==> src/rtl/rv_mc_control_unit_pkg.sv <==
// Shared constants for the multicycle RV32I controller: opcodes, funct codes, FSM states and mux codes.
package rv_mc_pkg;

    localparam logic [6:0] OP_R      = 7'b0110011;
    localparam logic [6:0] OP_I      = 7'b0010011;
    localparam logic [6:0] OP_LOAD   = 7'b0000011;
    localparam logic [6:0] OP_STORE  = 7'b0100011;
    localparam logic [6:0] OP_BRANCH = 7'b1100011;
    localparam logic [6:0] OP_JAL    = 7'b1101111;
    localparam logic [6:0] OP_JALR   = 7'b1100111;
    localparam logic [6:0] OP_LUI    = 7'b0110111;

    localparam logic [2:0] F3_ADD  = 3'b000;
    localparam logic [2:0] F3_SLL  = 3'b001;
    localparam logic [2:0] F3_SLT  = 3'b010;
    localparam logic [2:0] F3_SLTU = 3'b011;
    localparam logic [2:0] F3_XOR  = 3'b100;
    localparam logic [2:0] F3_SR   = 3'b101;
    localparam logic [2:0] F3_OR   = 3'b110;
    localparam logic [2:0] F3_AND  = 3'b111;
    localparam logic [2:0] F3_WORD = 3'b010;

    localparam logic [2:0] F3_BEQ  = 3'b000;
    localparam logic [2:0] F3_BNE  = 3'b001;
    localparam logic [2:0] F3_BLT  = 3'b100;
    localparam logic [2:0] F3_BGE  = 3'b101;
    localparam logic [2:0] F3_BLTU = 3'b110;
    localparam logic [2:0] F3_BGEU = 3'b111;

    localparam logic [6:0] F7_BASE = 7'b0000000;
    localparam logic [6:0] F7_ALT  = 7'b0100000;

    typedef enum logic [3:0] {
        S_IDLE, S_FETCH, S_DECODE, S_EXEC, S_MEM,
        S_WB_ALU, S_WB_MEM, S_WB_U, S_HALT
    } state_t;

    typedef enum logic [3:0] {
        ALU_ADD = 4'd0, ALU_SUB = 4'd1, ALU_AND = 4'd2, ALU_OR  = 4'd3, ALU_XOR = 4'd4,
        ALU_SLT = 4'd5, ALU_SLTU = 4'd6, ALU_SLL = 4'd7, ALU_SRL = 4'd8, ALU_SRA = 4'd9
    } alu_ctl_t;

    typedef enum logic [2:0] {
        ALU_CLS_ADD, ALU_CLS_MEM, ALU_CLS_JALR, ALU_CLS_BRANCH, ALU_CLS_R, ALU_CLS_I
    } alu_cls_t;

    localparam logic [2:0] IMM_I = 3'd0;
    localparam logic [2:0] IMM_S = 3'd1;
    localparam logic [2:0] IMM_B = 3'd2;
    localparam logic [2:0] IMM_J = 3'd3;
    localparam logic [2:0] IMM_U = 3'd4;

    localparam logic [1:0] SRCA_PC    = 2'd0;
    localparam logic [1:0] SRCA_OLDPC = 2'd1;
    localparam logic [1:0] SRCA_RS1   = 2'd2;
    localparam logic [1:0] SRCB_RS2   = 2'd0;
    localparam logic [1:0] SRCB_IMM   = 2'd1;
    localparam logic [1:0] SRCB_FOUR  = 2'd2;

    localparam logic [1:0] RES_ALUOUT  = 2'd0;
    localparam logic [1:0] RES_MEMDATA = 2'd1;
    localparam logic [1:0] RES_ALU     = 2'd2;

    localparam logic [1:0] RD_RESULT = 2'd0;
    localparam logic [1:0] RD_PC4    = 2'd1;
    localparam logic [1:0] RD_UIMM   = 2'd2;
    localparam logic [1:0] RD_CMP    = 2'd3;

    function automatic logic opcode_legal(input logic [6:0] op);
        case (op)
            OP_R, OP_I, OP_LOAD, OP_STORE, OP_BRANCH, OP_JAL, OP_JALR, OP_LUI: return 1'b1;
            default: return 1'b0;
        endcase
    endfunction

endpackage

==> src/rtl/rv_mc_control_unit_if.sv <==
// Memory handshake bundle between the controller (master) and the unified instr/data memory (slave).
interface rv_mc_control_unit_if;
    logic mem_req;
    logic mem_we;
    logic adr_src;
    logic mem_ready;

    modport master (output mem_req, output mem_we, output adr_src, input mem_ready);
    modport slave  (input mem_req, input mem_we, input adr_src, output mem_ready);
endinterface

==> src/rtl/rv_mc_control_unit_alu_decode.sv <==
// Combinational ALU decoder: operation class + funct3/funct7 -> alu_ctl, plus illegal-funct detection.
module rv_alu_decode
    import rv_mc_pkg::*;
(
    input  alu_cls_t   i_cls,
    input  logic [2:0] i_funct3,
    input  logic [6:0] i_funct7,
    output alu_ctl_t   o_alu_ctl,
    output logic       o_illegal_funct
);

    logic w_f7_base;
    logic w_f7_alt;
    logic w_is_r;

    assign w_f7_base = (i_funct7 == F7_BASE);
    assign w_f7_alt  = (i_funct7 == F7_ALT);
    assign w_is_r    = (i_cls == ALU_CLS_R);

    always_comb begin
        o_alu_ctl       = ALU_ADD;
        o_illegal_funct = 1'b0;
        case (i_cls)
            ALU_CLS_MEM:  o_illegal_funct = (i_funct3 != F3_WORD);
            ALU_CLS_JALR: o_illegal_funct = (i_funct3 != 3'b000);
            ALU_CLS_BRANCH: begin
                o_alu_ctl       = ALU_SUB;
                o_illegal_funct = (i_funct3 == 3'b010) || (i_funct3 == 3'b011);
            end
            ALU_CLS_R, ALU_CLS_I: begin
                // I-type ignores funct7 (it is immediate) except on shifts, where it encodes SRA/zero.
                case (i_funct3)
                    F3_ADD: begin
                        o_alu_ctl       = (w_is_r && w_f7_alt) ? ALU_SUB : ALU_ADD;
                        o_illegal_funct = w_is_r && !(w_f7_base || w_f7_alt);
                    end
                    F3_SLL: begin
                        o_alu_ctl       = ALU_SLL;
                        o_illegal_funct = !w_f7_base;
                    end
                    F3_SLT: begin
                        o_alu_ctl       = ALU_SLT;
                        o_illegal_funct = w_is_r && !w_f7_base;
                    end
                    F3_SLTU: begin
                        o_alu_ctl       = ALU_SLTU;
                        o_illegal_funct = w_is_r && !w_f7_base;
                    end
                    F3_XOR: begin
                        o_alu_ctl       = ALU_XOR;
                        o_illegal_funct = w_is_r && !w_f7_base;
                    end
                    F3_SR: begin
                        o_alu_ctl       = w_f7_alt ? ALU_SRA : ALU_SRL;
                        o_illegal_funct = !(w_f7_base || w_f7_alt);
                    end
                    F3_OR: begin
                        o_alu_ctl       = ALU_OR;
                        o_illegal_funct = w_is_r && !w_f7_base;
                    end
                    default: begin
                        o_alu_ctl       = ALU_AND;
                        o_illegal_funct = w_is_r && !w_f7_base;
                    end
                endcase
            end
            default: o_alu_ctl = ALU_ADD;
        endcase
    end

endmodule

==> src/rtl/rv_mc_control_unit.sv <==
// Multicycle RV32I control FSM with ready/valid memory handshake, timeout fault and instret counter.
// Build option: define RV_MC_ILLEGAL_TRAP_EN to halt on illegal instructions and expose o_illegal.
module rv_mc_control_unit
    import rv_mc_pkg::*;
#(
    parameter int ALUCTL_W    = 4,
    parameter int CNT_W       = 32,
    parameter int MEM_TIMEOUT = 0
) (
    input  logic                 clk,
    input  logic                 rst,
    input  logic [6:0]           i_opcode,
    input  logic [2:0]           i_funct3,
    input  logic [6:0]           i_funct7,
    input  logic                 i_zero,
    input  logic                 i_neg,
    input  logic                 i_ltu,
    rv_mc_control_unit_if.master mem,
    output logic                 o_ir_write,
    output logic                 o_pc_en,
    output logic                 o_reg_write,
    output logic [2:0]           o_imm_src,
    output logic [1:0]           o_alu_src_a,
    output logic [1:0]           o_alu_src_b,
    output logic [ALUCTL_W-1:0]  o_alu_ctl,
    output logic [1:0]           o_result_src,
    output logic [1:0]           o_reg_data_sel,
    output logic                 o_retire,
    output logic [CNT_W-1:0]     o_instret,
`ifdef RV_MC_ILLEGAL_TRAP_EN
    output logic                 o_fault,
    output logic                 o_illegal
`else
    output logic                 o_fault
`endif
);

    localparam int WAIT_W = (MEM_TIMEOUT > 1) ? $clog2(MEM_TIMEOUT) : 1;
    localparam logic [WAIT_W-1:0] WAIT_LAST = (MEM_TIMEOUT > 0) ? WAIT_W'(MEM_TIMEOUT - 1) : '0;

    state_t            r_state;
    state_t            w_state_nxt;
    logic [WAIT_W-1:0] r_wait_cnt;
    logic [CNT_W-1:0]  r_instret;
    logic              r_fault;
    logic              w_set_fault;
    logic              w_timeout;
    logic              w_mem_req;
    logic              w_mem_we;
    logic              w_adr_src;
    logic              w_is_slt;
    alu_cls_t          w_cls;
    alu_ctl_t          w_alu_ctl;
    logic              w_illegal_funct;
`ifdef RV_MC_ILLEGAL_TRAP_EN
    logic              r_illegal;
    logic              w_set_illegal;
`endif

    function automatic logic branch_taken(input logic [2:0] f3, input logic z, input logic n,
                                          input logic u);
        case (f3)
            F3_BEQ:  return z;
            F3_BNE:  return !z;
            F3_BLT:  return n;
            F3_BGE:  return !n;
            F3_BLTU: return u;
            F3_BGEU: return !u;
            default: return 1'b0;
        endcase
    endfunction

    always_comb begin
        w_cls = ALU_CLS_ADD;
        if (r_state == S_EXEC) begin
            case (i_opcode)
                OP_R:              w_cls = ALU_CLS_R;
                OP_I:              w_cls = ALU_CLS_I;
                OP_LOAD, OP_STORE: w_cls = ALU_CLS_MEM;
                OP_BRANCH:         w_cls = ALU_CLS_BRANCH;
                OP_JALR:           w_cls = ALU_CLS_JALR;
                default:           w_cls = ALU_CLS_ADD;
            endcase
        end
    end

    rv_alu_decode u_alu_decode (
        .i_cls           (w_cls),
        .i_funct3        (i_funct3),
        .i_funct7        (i_funct7),
        .o_alu_ctl       (w_alu_ctl),
        .o_illegal_funct (w_illegal_funct)
    );

    assign w_timeout = (MEM_TIMEOUT > 0) && !mem.mem_ready && (r_wait_cnt == WAIT_LAST);
    assign w_is_slt  = ((i_opcode == OP_R) || (i_opcode == OP_I)) &&
                       ((i_funct3 == F3_SLT) || (i_funct3 == F3_SLTU));

    always_ff @(posedge clk or posedge rst) begin
        if (rst) r_state <= S_IDLE;
        else     r_state <= w_state_nxt;
    end

    always_comb begin
        w_state_nxt    = r_state;
        w_mem_req      = 1'b0;
        w_mem_we       = 1'b0;
        w_adr_src      = 1'b0;
        o_ir_write     = 1'b0;
        o_pc_en        = 1'b0;
        o_reg_write    = 1'b0;
        o_imm_src      = IMM_I;
        o_alu_src_a    = SRCA_PC;
        o_alu_src_b    = SRCB_RS2;
        o_alu_ctl      = ALUCTL_W'(ALU_ADD);
        o_result_src   = RES_ALUOUT;
        o_reg_data_sel = RD_RESULT;
        o_retire       = 1'b0;
        w_set_fault    = 1'b0;
`ifdef RV_MC_ILLEGAL_TRAP_EN
        w_set_illegal  = 1'b0;
`endif
        case (r_state)
            S_IDLE: w_state_nxt = S_FETCH;
            S_FETCH: begin
                w_mem_req    = 1'b1;
                o_alu_src_b  = SRCB_FOUR;
                o_result_src = RES_ALU;
                if (mem.mem_ready) begin
                    o_ir_write  = 1'b1;
                    o_pc_en     = 1'b1;
                    w_state_nxt = S_DECODE;
                end else if (w_timeout) begin
                    w_set_fault = 1'b1;
                    w_state_nxt = S_HALT;
                end
            end
            S_DECODE: begin
                // Branch/jump target OldPC+imm is parked in ALUOut for EXEC.
                o_alu_src_a = SRCA_OLDPC;
                o_alu_src_b = SRCB_IMM;
                o_imm_src   = (i_opcode == OP_BRANCH) ? IMM_B :
                              (i_opcode == OP_JAL)    ? IMM_J : IMM_I;
                if (!opcode_legal(i_opcode)) begin
`ifdef RV_MC_ILLEGAL_TRAP_EN
                    w_set_illegal = 1'b1;
                    w_state_nxt   = S_HALT;
`else
                    o_retire    = 1'b1;
                    w_state_nxt = S_FETCH;
`endif
                end else if (i_opcode == OP_LUI) begin
                    w_state_nxt = S_WB_U;
                end else begin
                    w_state_nxt = S_EXEC;
                end
            end
            S_EXEC: begin
                o_alu_ctl = ALUCTL_W'(w_alu_ctl);
                if (w_illegal_funct) begin
`ifdef RV_MC_ILLEGAL_TRAP_EN
                    w_set_illegal = 1'b1;
                    w_state_nxt   = S_HALT;
`else
                    o_retire    = 1'b1;
                    w_state_nxt = S_FETCH;
`endif
                end else begin
                    case (i_opcode)
                        OP_R: begin
                            o_alu_src_a = SRCA_RS1;
                            w_state_nxt = S_WB_ALU;
                        end
                        OP_I: begin
                            o_alu_src_a = SRCA_RS1;
                            o_alu_src_b = SRCB_IMM;
                            w_state_nxt = S_WB_ALU;
                        end
                        OP_LOAD, OP_STORE: begin
                            o_alu_src_a = SRCA_RS1;
                            o_alu_src_b = SRCB_IMM;
                            o_imm_src   = (i_opcode == OP_STORE) ? IMM_S : IMM_I;
                            w_state_nxt = S_MEM;
                        end
                        OP_BRANCH: begin
                            o_alu_src_a = SRCA_RS1;
                            o_imm_src   = IMM_B;
                            o_pc_en     = branch_taken(i_funct3, i_zero, i_neg, i_ltu);
                            o_retire    = 1'b1;
                            w_state_nxt = S_FETCH;
                        end
                        OP_JAL: begin
                            o_imm_src      = IMM_J;
                            o_pc_en        = 1'b1;
                            o_reg_write    = 1'b1;
                            o_reg_data_sel = RD_PC4;
                            o_retire       = 1'b1;
                            w_state_nxt    = S_FETCH;
                        end
                        OP_JALR: begin
                            o_alu_src_a    = SRCA_RS1;
                            o_alu_src_b    = SRCB_IMM;
                            o_result_src   = RES_ALU;
                            o_pc_en        = 1'b1;
                            o_reg_write    = 1'b1;
                            o_reg_data_sel = RD_PC4;
                            o_retire       = 1'b1;
                            w_state_nxt    = S_FETCH;
                        end
                        default: w_state_nxt = S_FETCH;
                    endcase
                end
            end
            S_MEM: begin
                w_mem_req = 1'b1;
                w_adr_src = 1'b1;
                w_mem_we  = (i_opcode == OP_STORE);
                if (mem.mem_ready) begin
                    if (i_opcode == OP_STORE) begin
                        o_retire    = 1'b1;
                        w_state_nxt = S_FETCH;
                    end else begin
                        w_state_nxt = S_WB_MEM;
                    end
                end else if (w_timeout) begin
                    w_set_fault = 1'b1;
                    w_state_nxt = S_HALT;
                end
            end
            S_WB_ALU: begin
                o_reg_write    = 1'b1;
                o_reg_data_sel = w_is_slt ? RD_CMP : RD_RESULT;
                o_retire       = 1'b1;
                w_state_nxt    = S_FETCH;
            end
            S_WB_MEM: begin
                o_reg_write  = 1'b1;
                o_result_src = RES_MEMDATA;
                o_retire     = 1'b1;
                w_state_nxt  = S_FETCH;
            end
            S_WB_U: begin
                o_reg_write    = 1'b1;
                o_imm_src      = IMM_U;
                o_reg_data_sel = RD_UIMM;
                o_retire       = 1'b1;
                w_state_nxt    = S_FETCH;
            end
            default: w_state_nxt = S_HALT;
        endcase
    end

    // Wait counter restarts on every entry into FETCH/MEM and only runs while stalled there.
    always_ff @(posedge clk or posedge rst) begin
        if (rst) begin
            r_wait_cnt <= '0;
            r_instret  <= '0;
            r_fault    <= 1'b0;
        end else begin
            if (w_state_nxt != r_state)
                r_wait_cnt <= '0;
            else if ((r_state == S_FETCH) || (r_state == S_MEM))
                r_wait_cnt <= r_wait_cnt + WAIT_W'(1);
            if (o_retire)
                r_instret <= r_instret + CNT_W'(1);
            if (w_set_fault)
                r_fault <= 1'b1;
        end
    end

`ifdef RV_MC_ILLEGAL_TRAP_EN
    always_ff @(posedge clk or posedge rst) begin
        if (rst)                r_illegal <= 1'b0;
        else if (w_set_illegal) r_illegal <= 1'b1;
    end

    assign o_illegal = r_illegal;
`endif

    assign mem.mem_req = w_mem_req;
    assign mem.mem_we  = w_mem_we;
    assign mem.adr_src = w_adr_src;
    assign o_instret   = r_instret;
    assign o_fault     = r_fault;

endmodule

==> src/flat_wrapper.sv <==
// flat-port wrapper written by rule: the top's interface ports become plain ports
module rv_mc_control_unit_flat import rv_mc_pkg::*;
#(
    parameter int ALUCTL_W    = 4,
    parameter int CNT_W       = 32,
    parameter int MEM_TIMEOUT = 0
)
  (clk, rst, i_opcode, i_funct3, i_funct7, i_zero, i_neg, i_ltu, o_ir_write, o_pc_en, o_reg_write, o_imm_src, o_alu_src_a, o_alu_src_b, o_alu_ctl, o_result_src, o_reg_data_sel, o_retire, o_instret, o_fault, mem_mem_req, mem_mem_we, mem_adr_src, mem_mem_ready);
  rv_mc_control_unit_if mem_i ();
  input  logic clk;
  input  logic rst;
  input  logic [6:0] i_opcode;
  input  logic [2:0] i_funct3;
  input  logic [6:0] i_funct7;
  input  logic i_zero;
  input  logic i_neg;
  input  logic i_ltu;
  output logic o_ir_write;
  output logic o_pc_en;
  output logic o_reg_write;
  output logic [2:0] o_imm_src;
  output logic [1:0] o_alu_src_a;
  output logic [1:0] o_alu_src_b;
  output logic [ALUCTL_W-1:0] o_alu_ctl;
  output logic [1:0] o_result_src;
  output logic [1:0] o_reg_data_sel;
  output logic o_retire;
  output logic [CNT_W-1:0] o_instret;
  output logic o_fault;
  output wire logic [$bits(mem_i.mem_req)-1:0] mem_mem_req;
  output wire logic [$bits(mem_i.mem_we)-1:0] mem_mem_we;
  output wire logic [$bits(mem_i.adr_src)-1:0] mem_adr_src;
  input wire logic [$bits(mem_i.mem_ready)-1:0] mem_mem_ready;
  assign mem_mem_req = mem_i.mem_req;
  assign mem_mem_we = mem_i.mem_we;
  assign mem_adr_src = mem_i.adr_src;
  assign mem_i.mem_ready = mem_mem_ready;
  rv_mc_control_unit #(.ALUCTL_W(ALUCTL_W), .CNT_W(CNT_W), .MEM_TIMEOUT(MEM_TIMEOUT)) u_core (.clk(clk), .rst(rst), .i_opcode(i_opcode), .i_funct3(i_funct3), .i_funct7(i_funct7), .i_zero(i_zero), .i_neg(i_neg), .i_ltu(i_ltu), .mem(mem_i), .o_ir_write(o_ir_write), .o_pc_en(o_pc_en), .o_reg_write(o_reg_write), .o_imm_src(o_imm_src), .o_alu_src_a(o_alu_src_a), .o_alu_src_b(o_alu_src_b), .o_alu_ctl(o_alu_ctl), .o_result_src(o_result_src), .o_reg_data_sel(o_reg_data_sel), .o_retire(o_retire), .o_instret(o_instret), .o_fault(o_fault));
endmodule
==> config.mk <==
export PLATFORM = sky130hd
export DESIGN_NAME = rv_mc_control_unit_flat
export DESIGN_NICKNAME = d
export VERILOG_FILES = /design/src/rtl/rv_mc_control_unit_pkg.sv /design/src/rtl/rv_mc_control_unit_if.sv /design/src/rtl/rv_mc_control_unit_alu_decode.sv /design/src/rtl/rv_mc_control_unit.sv /design/src/flat_wrapper.sv
export SDC_FILE = /design/constraint.sdc
export NUM_CORES = 1
export LEC_CHECK = 0
export CELL_PAD_IN_SITES_DETAIL_PLACEMENT = 0
export CELL_PAD_IN_SITES_GLOBAL_PLACEMENT = 1
export CORE_ASPECT_RATIO = 0.6
export CORE_MARGIN = 2
export CORE_UTILIZATION = 32
export CTS_BUF_LIST = sky130_fd_sc_hd__clkbuf_4
export CTS_CLUSTER_SIZE = 10
export DETAILED_ROUTE_END_ITERATION = 10
export PLACE_DENSITY_LB_ADDON = 0.1
export SKIP_CTS_REPAIR_TIMING = 1
export SYNTH_ARGS = -nofsm -noshare
export SYNTH_HDL_FRONTEND = slang
export SYNTH_HIERARCHICAL = 1
export SYNTH_SLANG_ARGS = --single-unit
==> constraint.sdc <==
create_clock -name clk -period 2.4 [get_ports clk]
set_clock_uncertainty 0.05 [all_clocks]
set_input_delay 0.24 -clock clk [delete_from_list [all_inputs] [get_ports clk]]
set_output_delay 0.24 -clock clk [all_outputs]
set_load 0.01 [all_outputs]
==> impl_metrics.toml, run 1 <==
[cells_and_area]
layout.cells.non_filler = 472
final_common_cell = "clkdlybuf4s50_1"
stdcell_area_um2 = 3930
final_cell_mix = "clkdlybuf4s50_1 (58), buf_4 (44), dfrtp_1 (36)"
area_growth_pct = 67.7
drive_above_1_share_pct = 32.4
layout.nets = 403

[synthesis]
ys_seq_area_share_pct = 38.5
ys_types = 56
synth_ff_type = "dfrtp_1"
synthArstFlopShare_pct = 100
synth_seq_cells = 36
synth-edff-count = 0
ys_warn_count = 6
synth.avg_cell_area_um2 = 9.15
syn-cell-area_um2 = 2340
netlist_instances = 256
syn_nets = 280

[pwr]
power_frac_seq_pct = 33.3
p_switching_uw = 836
swShare_pct = 37.2
power_density_nw_per_um2 = 572
p_leak_nw = 1.79
p_comb_share_pct = 52.0
clockPowerShare_pct = 14.7
internal_power_mw = 1.41
ir_worst_vdd_mv = 0.555

[drt]
drt-initial-drc-count = 124
drc = 0
ant_nets = 0
post_drt_wl_per_cell_um = 15.7
vias = 2328
vias_per_cell = 4.93
dr.pass1.iters = 4
finalWirelength_mm = 7.40

[sta]
max_freq_mhz = 360
hold_violations = 0
finalMaxSlewViolations = 0
setup_viol = 44
rsz0062_at_grt = "yes"
fin_ws_ps = -375
fin_crit_sh_pct = 116
period_needed_ps = 2770

[global_routing]
grt_max_degree = 37
grt_pass1_vias = 2035
grt_usage_pct = 17.6
grt-ovfl-total = 0
antenna_found_initial = 0
grt_pass1_wl_mm = 11.2

[die]
rows = 24
start_util_pct = 32.6
die_h_um = 70.3
dieWidth_um = 114
die_area_um2 = 8040
core_area_um2 = 7180
pin_count = 78

[critical_path]
reg2reg_depth = 14
endpoint_kind = "output pin"
critPathLaunchType = "register"
crit_fanout = 4
critPathArrivalTime_ps = 2480
critPathKind = "reg -> out"
worstPathRequired_ps = 2110

[place]
placed_area_um2 = 3460
io_buffers = 76
gp_congestion = 0.925
dp_hpwl_mm = 5.28
placement.setup.worst_slack_ps = -819
placedCellCount = 451

[clocking]
h-tree-depth = 2
cts_tree = "yes"
clock_path_buffers = 2
clk_latency_ps = 330
cts_buffers = 5
clkSlewWorstSetupHoldPaths_ps = 120
cts-root-buf = "clkbuf_4"
clock_sinks = 36

[flow_run]
max_cap_violations = 0

[outcome]
violations = "negative setup slack"
status = "finished, violations left"

[worst_hold_path]
min_path_type = "in -> async"
## state kept, by name, indices dropped and copies added, names as in the netlist
register,flops
u_core/o_instret,32
u_core/r_state,4
## stage by stage
| stage | power, mW | hold WS, ps | utilization [%] | setup TNS (ps) |
|---|---|---|---|---|
| floorplan | 1.17 | 272 | - | 0 |
| global placement | 1.60 | 413 | 48.2 | -26980 |
| detailed placement | 1.60 | 416 | 48.2 | -30460 |
| CTS | 1.94 | 265 | 49.0 | -24090 |
| global route | 2.39 | 287 | 54.7 | -16920 |
| finish | 2.25 | 247 | 54.7 | -10510 |
## worst max-delay path, cell delays in order, from the launching register on
cell	delay [ps]
dfrtp_1	420
nor2_4	140
nand3_4	110
nor4bb_4	330
buf_4	170
buf_6	90
a221o_1	190
o31ai_4	120
nand2b_4	170
buf_6	120
a211oi_2	140
buf_2	160
## cells in the mapped netlist (2+ instances only)
| master | instances | area share (%) |
|---|---|---|
| and3_1 | 12 | 3.2 |
| dfrtp_1 | 36 | 38 |
| mux2i_1 | 3 | 1.3 |
| inv_1 | 4 | 0.64 |
| a21oi_1 | 4 | 0.85 |
| o21ai_0 | 10 | 2.1 |
| xor2_1 | 3 | 1.1 |
| a21o_1 | 2 | 0.64 |
| buf_4 | 4 | 1.3 |
| nor2b_1 | 3 | 0.80 |
| nand3b_1 | 2 | 0.64 |
| and2_1 | 6 | 1.6 |
| a22o_1 | 2 | 0.75 |
| nor3_2 | 2 | 0.85 |
| or3_1 | 2 | 0.53 |
| clkbuf_1 | 2 | 0.32 |
| nor2_1 | 15 | 2.4 |
| xnor2_1 | 34 | 13 |
| buf_2 | 4 | 0.85 |
| nand4_1 | 16 | 4.3 |
| nand2b_1 | 7 | 1.9 |
| nand3_1 | 17 | 3.6 |
| and4_2 | 3 | 1.3 |
| nand2_1 | 20 | 3.2 |
| nand4b_1 | 2 | 0.75 |
| nor3_1 | 8 | 1.7 |
| and3_2 | 3 | 0.96 |
| a21boi_0 | 2 | 0.64 |
## cells by family after synthesis
group           after synthesis  synth area share [%]
simple gates                128                  32.4
fa+ha+maj                     1                 0.534
mux                           4                  1.76
other cells                   1                 0.160
xor+xnor                     37                  13.8
compound gates               32                  8.98
buf+inv                      17                  3.90
flops                        36                  38.5
## layout make-up
cell class              count  area, µm²
multi-input cells         203       1640
well taps                  91        114
repair buffers            128       1190
diodes                      1       2.50
inverters                   5       18.8
flip-flops and latches     36        901
fillers                   680       3250
clock buffers               6       45.0
clock inverters             2       11.3
## path summary, 6_finish.rpt
kind	slack, ps	endpoint	from
max	-370	o_alu_src_a[1]	u_core/r_state[2]
min	250	u_core/o_instret[16]	rst
max reg2reg	-280	u_core/o_instret[31]	u_core/r_state[2]
min reg2reg	420	u_core/o_instret[31]	u_core/o_instret[31]
max in group asynchronous	1720	u_core/o_instret[2]	rst
min in group clk	420	u_core/o_instret[31]	u_core/o_instret[31]
## routing by layer
metal | track usage, % | wire [µm] | up-vias
met4 | 2.03 | 10 | 0
li1 | - | - | 1163
met3 | 4.08 | 435 | 2
met5 | 0 | 0 | -
met2 | 19.9 | 2690 | 66
met1 | 32.0 | 4260 | 1097
## power groups by stage
stage	Combinational, mW	Sequential, mW	Clock, mW
3_3_place_gp	0.858	0.747	0
2_1_floorplan	0.406	0.767	0
6_report	1.17	0.747	0.330
5_1_grt	1.26	0.764	0.374
4_1_cts	0.862	0.737	0.341
3_5_place_dp	0.859	0.746	0
Power figures use the tool's default switching activity.
==> run 2, diff against run 1 <==
--- a/config.mk
+++ b/config.mk
@@ -9,10 +9,11 @@
 export CELL_PAD_IN_SITES_GLOBAL_PLACEMENT = 1
 export CORE_ASPECT_RATIO = 0.6
 export CORE_MARGIN = 2
-export CORE_UTILIZATION = 32
+export CORE_UTILIZATION = 44
 export CTS_BUF_LIST = sky130_fd_sc_hd__clkbuf_4
 export CTS_CLUSTER_SIZE = 10
 export DETAILED_ROUTE_END_ITERATION = 10
+export DONT_BUFFER_PORTS = 1
 export PLACE_DENSITY_LB_ADDON = 0.1
 export SKIP_CTS_REPAIR_TIMING = 1
 export SYNTH_ARGS = -nofsm -noshare
==> run 2 against run 1 <==
Effect of this change:
- the flow still finishes with violations (negative setup slack)
- core utilization increased by 0.87 points
- power decreased by 17%
- first-iteration DRC count increased by 3.2%
- non-clock buffer count decreased by 94
- sequential power increased by 4.1%
- worst hold slack got worse by 150 ps
- combinational power decreased by 35%
- routed wire length decreased by 17%
- setup slack improved by 67 ps
- sequential share of layout area increased by 8.8 points
- highest routed layer unchanged
==> impl_metrics.toml, run 2 (synthesis gave the netlist of run 1 again) <==
[cells_and_area]
fillers = 505
largest_reg_flops = 32
multi_input_area_um2 = 1500
final_cell_mix = "dfrtp_1 (36), xnor2_1 (33), buf_4 (27)"
final_common_cell = "dfrtp_1"
final_core_util_pct = 55.6
area_growth_pct = 21.2
antenna_cells = 0
regArea_um2 = 901
layout.nets = 309
drive_above_1_share_pct = 28.7

[clocking]
clk_latency_ps = 320
h-tree-depth = 2
cts_tree = "yes"
clkSlewWorstSetupHoldPaths_ps = 100
cts-root-buf = "clkbuf_4"
cts_buffers = 5
clock_sinks = 36
clock_path_buffers = 2

[critical_path]
crit_fanout = 6
r2r_start = "u_core/r_state[2]"
worstPathRequired_ps = 2110
cpPeakStageDelay_ps = 430
crit_chain = "nor2_4 > nand3_4 > nor4bb_4 > nand2_1 > a21o_1 > o21ai_2 > o31ai_4 > o21ai_2 > nand3_2 > buf_6 > buf_6"
reg2reg_setup_slack_ps = -90
crit_family = "simple AND/OR/NAND/NOR gates"
critPathArrivalTime_ps = 2420
critPathLaunchType = "register"
crit_slowest_cell = "dfrtp_1"
critPathKind = "reg -> out"
crit_buf_inv = 2
endpoint_kind = "output pin"
critPathLaunch = "u_core/r_state[2]"

[drt]
drc = 0
post_drt_wl_per_cell_um = 17.4
drt-initial-drc-count = 128
vias = 2055
dr.pass1.iters = 5
finalWirelength_mm = 6.12
ant_nets = 0
vias_per_cell = 5.84

[die]
pin_count = 78
core_area_um2 = 5100
rows = 20
start_util_pct = 45.9
die_h_um = 60.5
dieWidth_um = 98.2
die_area_um2 = 5940

[outcome]
status = "finished, violations left"
violations = "negative setup slack"

[sta]
finalMaxSlewViolations = 0
period_needed_ps = 2710
rsz0062_at_grt = "yes"
fin_crit_sh_pct = 113
setup_viol = 31
fin_ws_ps = -308
max_freq_mhz = 369
hold_violations = 0

[pwr]
finalPower_mw = 1.85
power_density_nw_per_um2 = 653
ir_worst_vdd_mv = 0.539
p_leak_nw = 1.25

[worst_hold_path]
min-delay-start = "mem_mem_ready"
min_path_type = "in -> reg"

[place]
dp_hpwl_mm = 4.56
placement.setup.worst_slack_ps = -304
gp_congestion = 0.834
io_buffers = 0

[global_routing]
grt_pass1_wl_mm = 9.12
grt_max_degree = 37
grt_usage_pct = 19.5
grt_pass1_vias = 1709
antenna_found_initial = 0
grt-ovfl-total = 0

[flow_run]
max_cap_violations = 0
run 2: layer usage:
metal	part of all wire [%]	GRT usage [%]	vias up	routed length (µm)
met5	0	0	-	0
met4	0.13	2.35	0	8
met3	10	6.22	2	609
met2	38	23.7	95	2320
met1	52	32.7	991	3180
li1	-	-	967	-
run 2: final cells by class:
class / instances / share of cell area (%)
multi-input cells: 203 / 52.9
clock buffers: 7 / 1.85
flip-flops and latches: 36 / 31.7
inverters: 5 / 0.661
well taps: 66 / 2.91
clock inverters: 1 / 0.132
repair buffers: 34 / 9.83
run 2: path summary, 6_finish.rpt:
path / endpoint / depth (start not counted)
max: o_retire / 11
min: u_core/r_state[2] / 2
max reg2reg: u_core/o_instret[21] / 13
min reg2reg: u_core/o_instret[31] / 1
max in group asynchronous: u_core/o_instret[2] / 3
min in group asynchronous: u_core/o_instret[12] / 3
run 2: where the power goes:
part | internal (mW) | switching [mW] | leakage (nW) | total [mW]
clock network | 0.135 | 0.185 | 0.0338 | 0.321
logic | 0.350 | 0.406 | 0.724 | 0.756
registers | 0.669 | 0.109 | 0.489 | 0.778
total | 1.15 | 0.700 | 1.25 | 1.85
run 2: through the flow:
step	std cells	hold slack, ps	TNS [ps]	cell area, µm²
finish	352	99.4	-3370	2840
detailed placement	338	220	-8930	2580
CTS	346	-148	-13840	2630
global route	352	99.3	-9000	2840
global placement	338	216	-2890	2580
floorplan	256	272	0	2360
run 2: worst register-to-register path: stages, from the launching register on:
cell and delay (ps):
dfrtp_1 430, nor2_4 150, nand3_4 110, nor4bb_4 390
nand2_1 130, a21o_1 190, o21ai_2 80, o31ai_4 100
o21ai_2 150, nand3_2 110, buf_4 170, buf_6 140
nand4b_1 110, xnor2_1 120
==> run 3, diff against run 2 <==
--- a/config.mk
+++ b/config.mk
@@ -5,7 +5,7 @@
 export SDC_FILE = /design/constraint.sdc
 export NUM_CORES = 1
 export LEC_CHECK = 0
-export CELL_PAD_IN_SITES_DETAIL_PLACEMENT = 0
+export CELL_PAD_IN_SITES_DETAIL_PLACEMENT = 1
 export CELL_PAD_IN_SITES_GLOBAL_PLACEMENT = 1
 export CORE_ASPECT_RATIO = 0.6
 export CORE_MARGIN = 2
==> run 3 against run 2 <==
Effect of this change:
- the flow still finishes with violations (negative setup slack)
- critical path depth fell by 1
- worst hold slack worse by 31 ps
- via count up 1.2%
- register-to-register slack worse by 170 ps
- first-iteration DRC count decreased by 28%
- critical endpoint is now o_alu_src_a[1]
- largest cell class unchanged
- highest routed layer unchanged
==> impl_metrics.toml, run 3 (synthesis gave the netlist of run 1 again) <==
[outcome]
status = "finished, violations left"
violations = "negative setup slack"

[global_routing]
grt_max_degree = 37
grt-ovfl-total = 0
grt_usage_pct = 22.4
grt_pass1_vias = 2010
antenna_found_initial = 0
grt_pass1_wl_mm = 10.5

[cells_and_area]
layout.nets = 312
multi_input_area_um2 = 1480
final_core_util_pct = 55.5
final_cell_mix = "dfrtp_1 (36), xnor2_1 (32), buf_4 (30)"
fillers = 592
stdcell_area_um2 = 2830
antenna_cells = 0
final_common_cell = "dfrtp_1"
largest_reg_flops = 32
drive_above_1_share_pct = 27.4
area_growth_pct = 20.9
regArea_um2 = 901

[clocking]
clkSlewWorstSetupHoldPaths_ps = 100
clock_sinks = 36
cts_tree = "yes"
cts_buffers = 5
clk_latency_ps = 330
cts-root-buf = "clkbuf_4"
h-tree-depth = 2
clock_path_buffers = 2

[critical_path]
cp_num_cells = 10
worstPathRequired_ps = 2110
critPathKind = "reg -> out"
reg2reg_depth = 13
cpPeakStageDelay_ps = 420
critPathLaunchType = "register"
critPathArrivalTime_ps = 2440
crit_buf_inv = 3
endpoint_kind = "output pin"
crit_chain = "nor2_4 > nand3_4 > nor4bb_4 > buf_4 > buf_6 > a221o_1 > o31ai_4 > nand2b_4 > a211oi_2 > buf_4"
crit_family = "simple AND/OR/NAND/NOR gates"
crit_slowest_cell = "dfrtp_1"
crit_top_cell = "buf_4"
crit_fanout = 6

[sta]
fin_ws_ps = -330
hold_violations = 0
fin_crit_sh_pct = 114
rsz0062_at_grt = "yes"
finalMaxSlewViolations = 0
max_freq_mhz = 366
period_needed_ps = 2730
setup_viol = 38

[place]
gp_congestion = 0.834
io_buffers = 0
placed_area_um2 = 2580
dp_hpwl_mm = 5.19
placement.setup.worst_slack_ps = -313

[worst_hold_path]
hold_depth = 2
min_path_type = "in -> reg"

[drt]
met1_length_mm = 3.43
ant_nets = 0
top_layer_used = "met4"
post_drt_wl_per_cell_um = 19.2
vias = 2079
finalWirelength_mm = 6.80
dr_wl_met3_um = 559
dr_wl_met2_mm = 2.80
vias_per_cell = 5.87
drc = 0
drt-initial-drc-count = 92
dr.pass1.iters = 4

[die]
rows = 20
core_area_um2 = 5100
start_util_pct = 45.9
pin_count = 78
die_h_um = 60.5
dieWidth_um = 98.2
die_area_um2 = 5940

[pwr]
p_leak_nw = 1.28
power_density_nw_per_um2 = 659
ir_worst_vdd_mv = 0.604

[flow_run]
max_cap_violations = 0
-- run 3: cell count changes in the layout (fill, tap and decap cells not counted), sizes merged --
cell    delta
buf        +3
clkbuf     -1
-- run 3: final timing paths --
check	startpoint	end	slack [ps]
max	u_core/r_state[2]	o_alu_src_a[1]	-330
min	mem_mem_ready	u_core/r_state[2]	70
max reg2reg	u_core/r_state[2]	u_core/o_instret[1]	-260
min reg2reg	u_core/o_instret[31]	u_core/o_instret[31]	500
max in group asynchronous	rst	u_core/o_instret[25]	1560
min in group asynchronous	rst	u_core/o_instret[17]	410
-- run 3: worst reg2reg max path: cells and delay by family, from the launching register on --
| family | cells | cell delay [ps] |
|---|---|---|
| flops | 1 | 420 |
| simple gates | 4 | 730 |
| buf+inv | 5 | 660 |
| compound gates | 3 | 460 |
| mux | 1 | 250 |
-- run 3: final cells by class --
cell class	instances	share of cell area, %
clock buffer	6	1.59
clock inverter	1	0.177
inverter	5	0.663
multi-input combinational	203	52.2
sequential	36	31.8
tap	66	2.92
timing repair buffer	37	10.6
-- run 3: report_power, final --
group / leakage, nW / switching [mW] / internal, mW
Clock: 0.0315 / 0.188 / 0.119
Combinational: 0.755 / 0.411 / 0.366
Sequential: 0.489 / 0.113 / 0.669
Total: 1.28 / 0.712 / 1.15
-- run 3: metal layers --
layer | global-route usage, % | up-vias
li1 | - | 974
met1 | 34.1 | 1031
met2 | 31.4 | 72
met3 | 7.60 | 2
met4 | 3.33 | 0
met5 | 0 | -
-- run 3: per-stage QoR --
stage               power, mW  setup TNS [ps]  std cells  hold WS [ps]
global route             1.99          -11810        354          73.5
detailed placement       1.39           -9250        338           221
floorplan                1.17               0        256           272
CTS                      1.70          -13720        345          -151
finish                   1.87           -5150        354          68.8
global placement         1.38           -2890        338           216
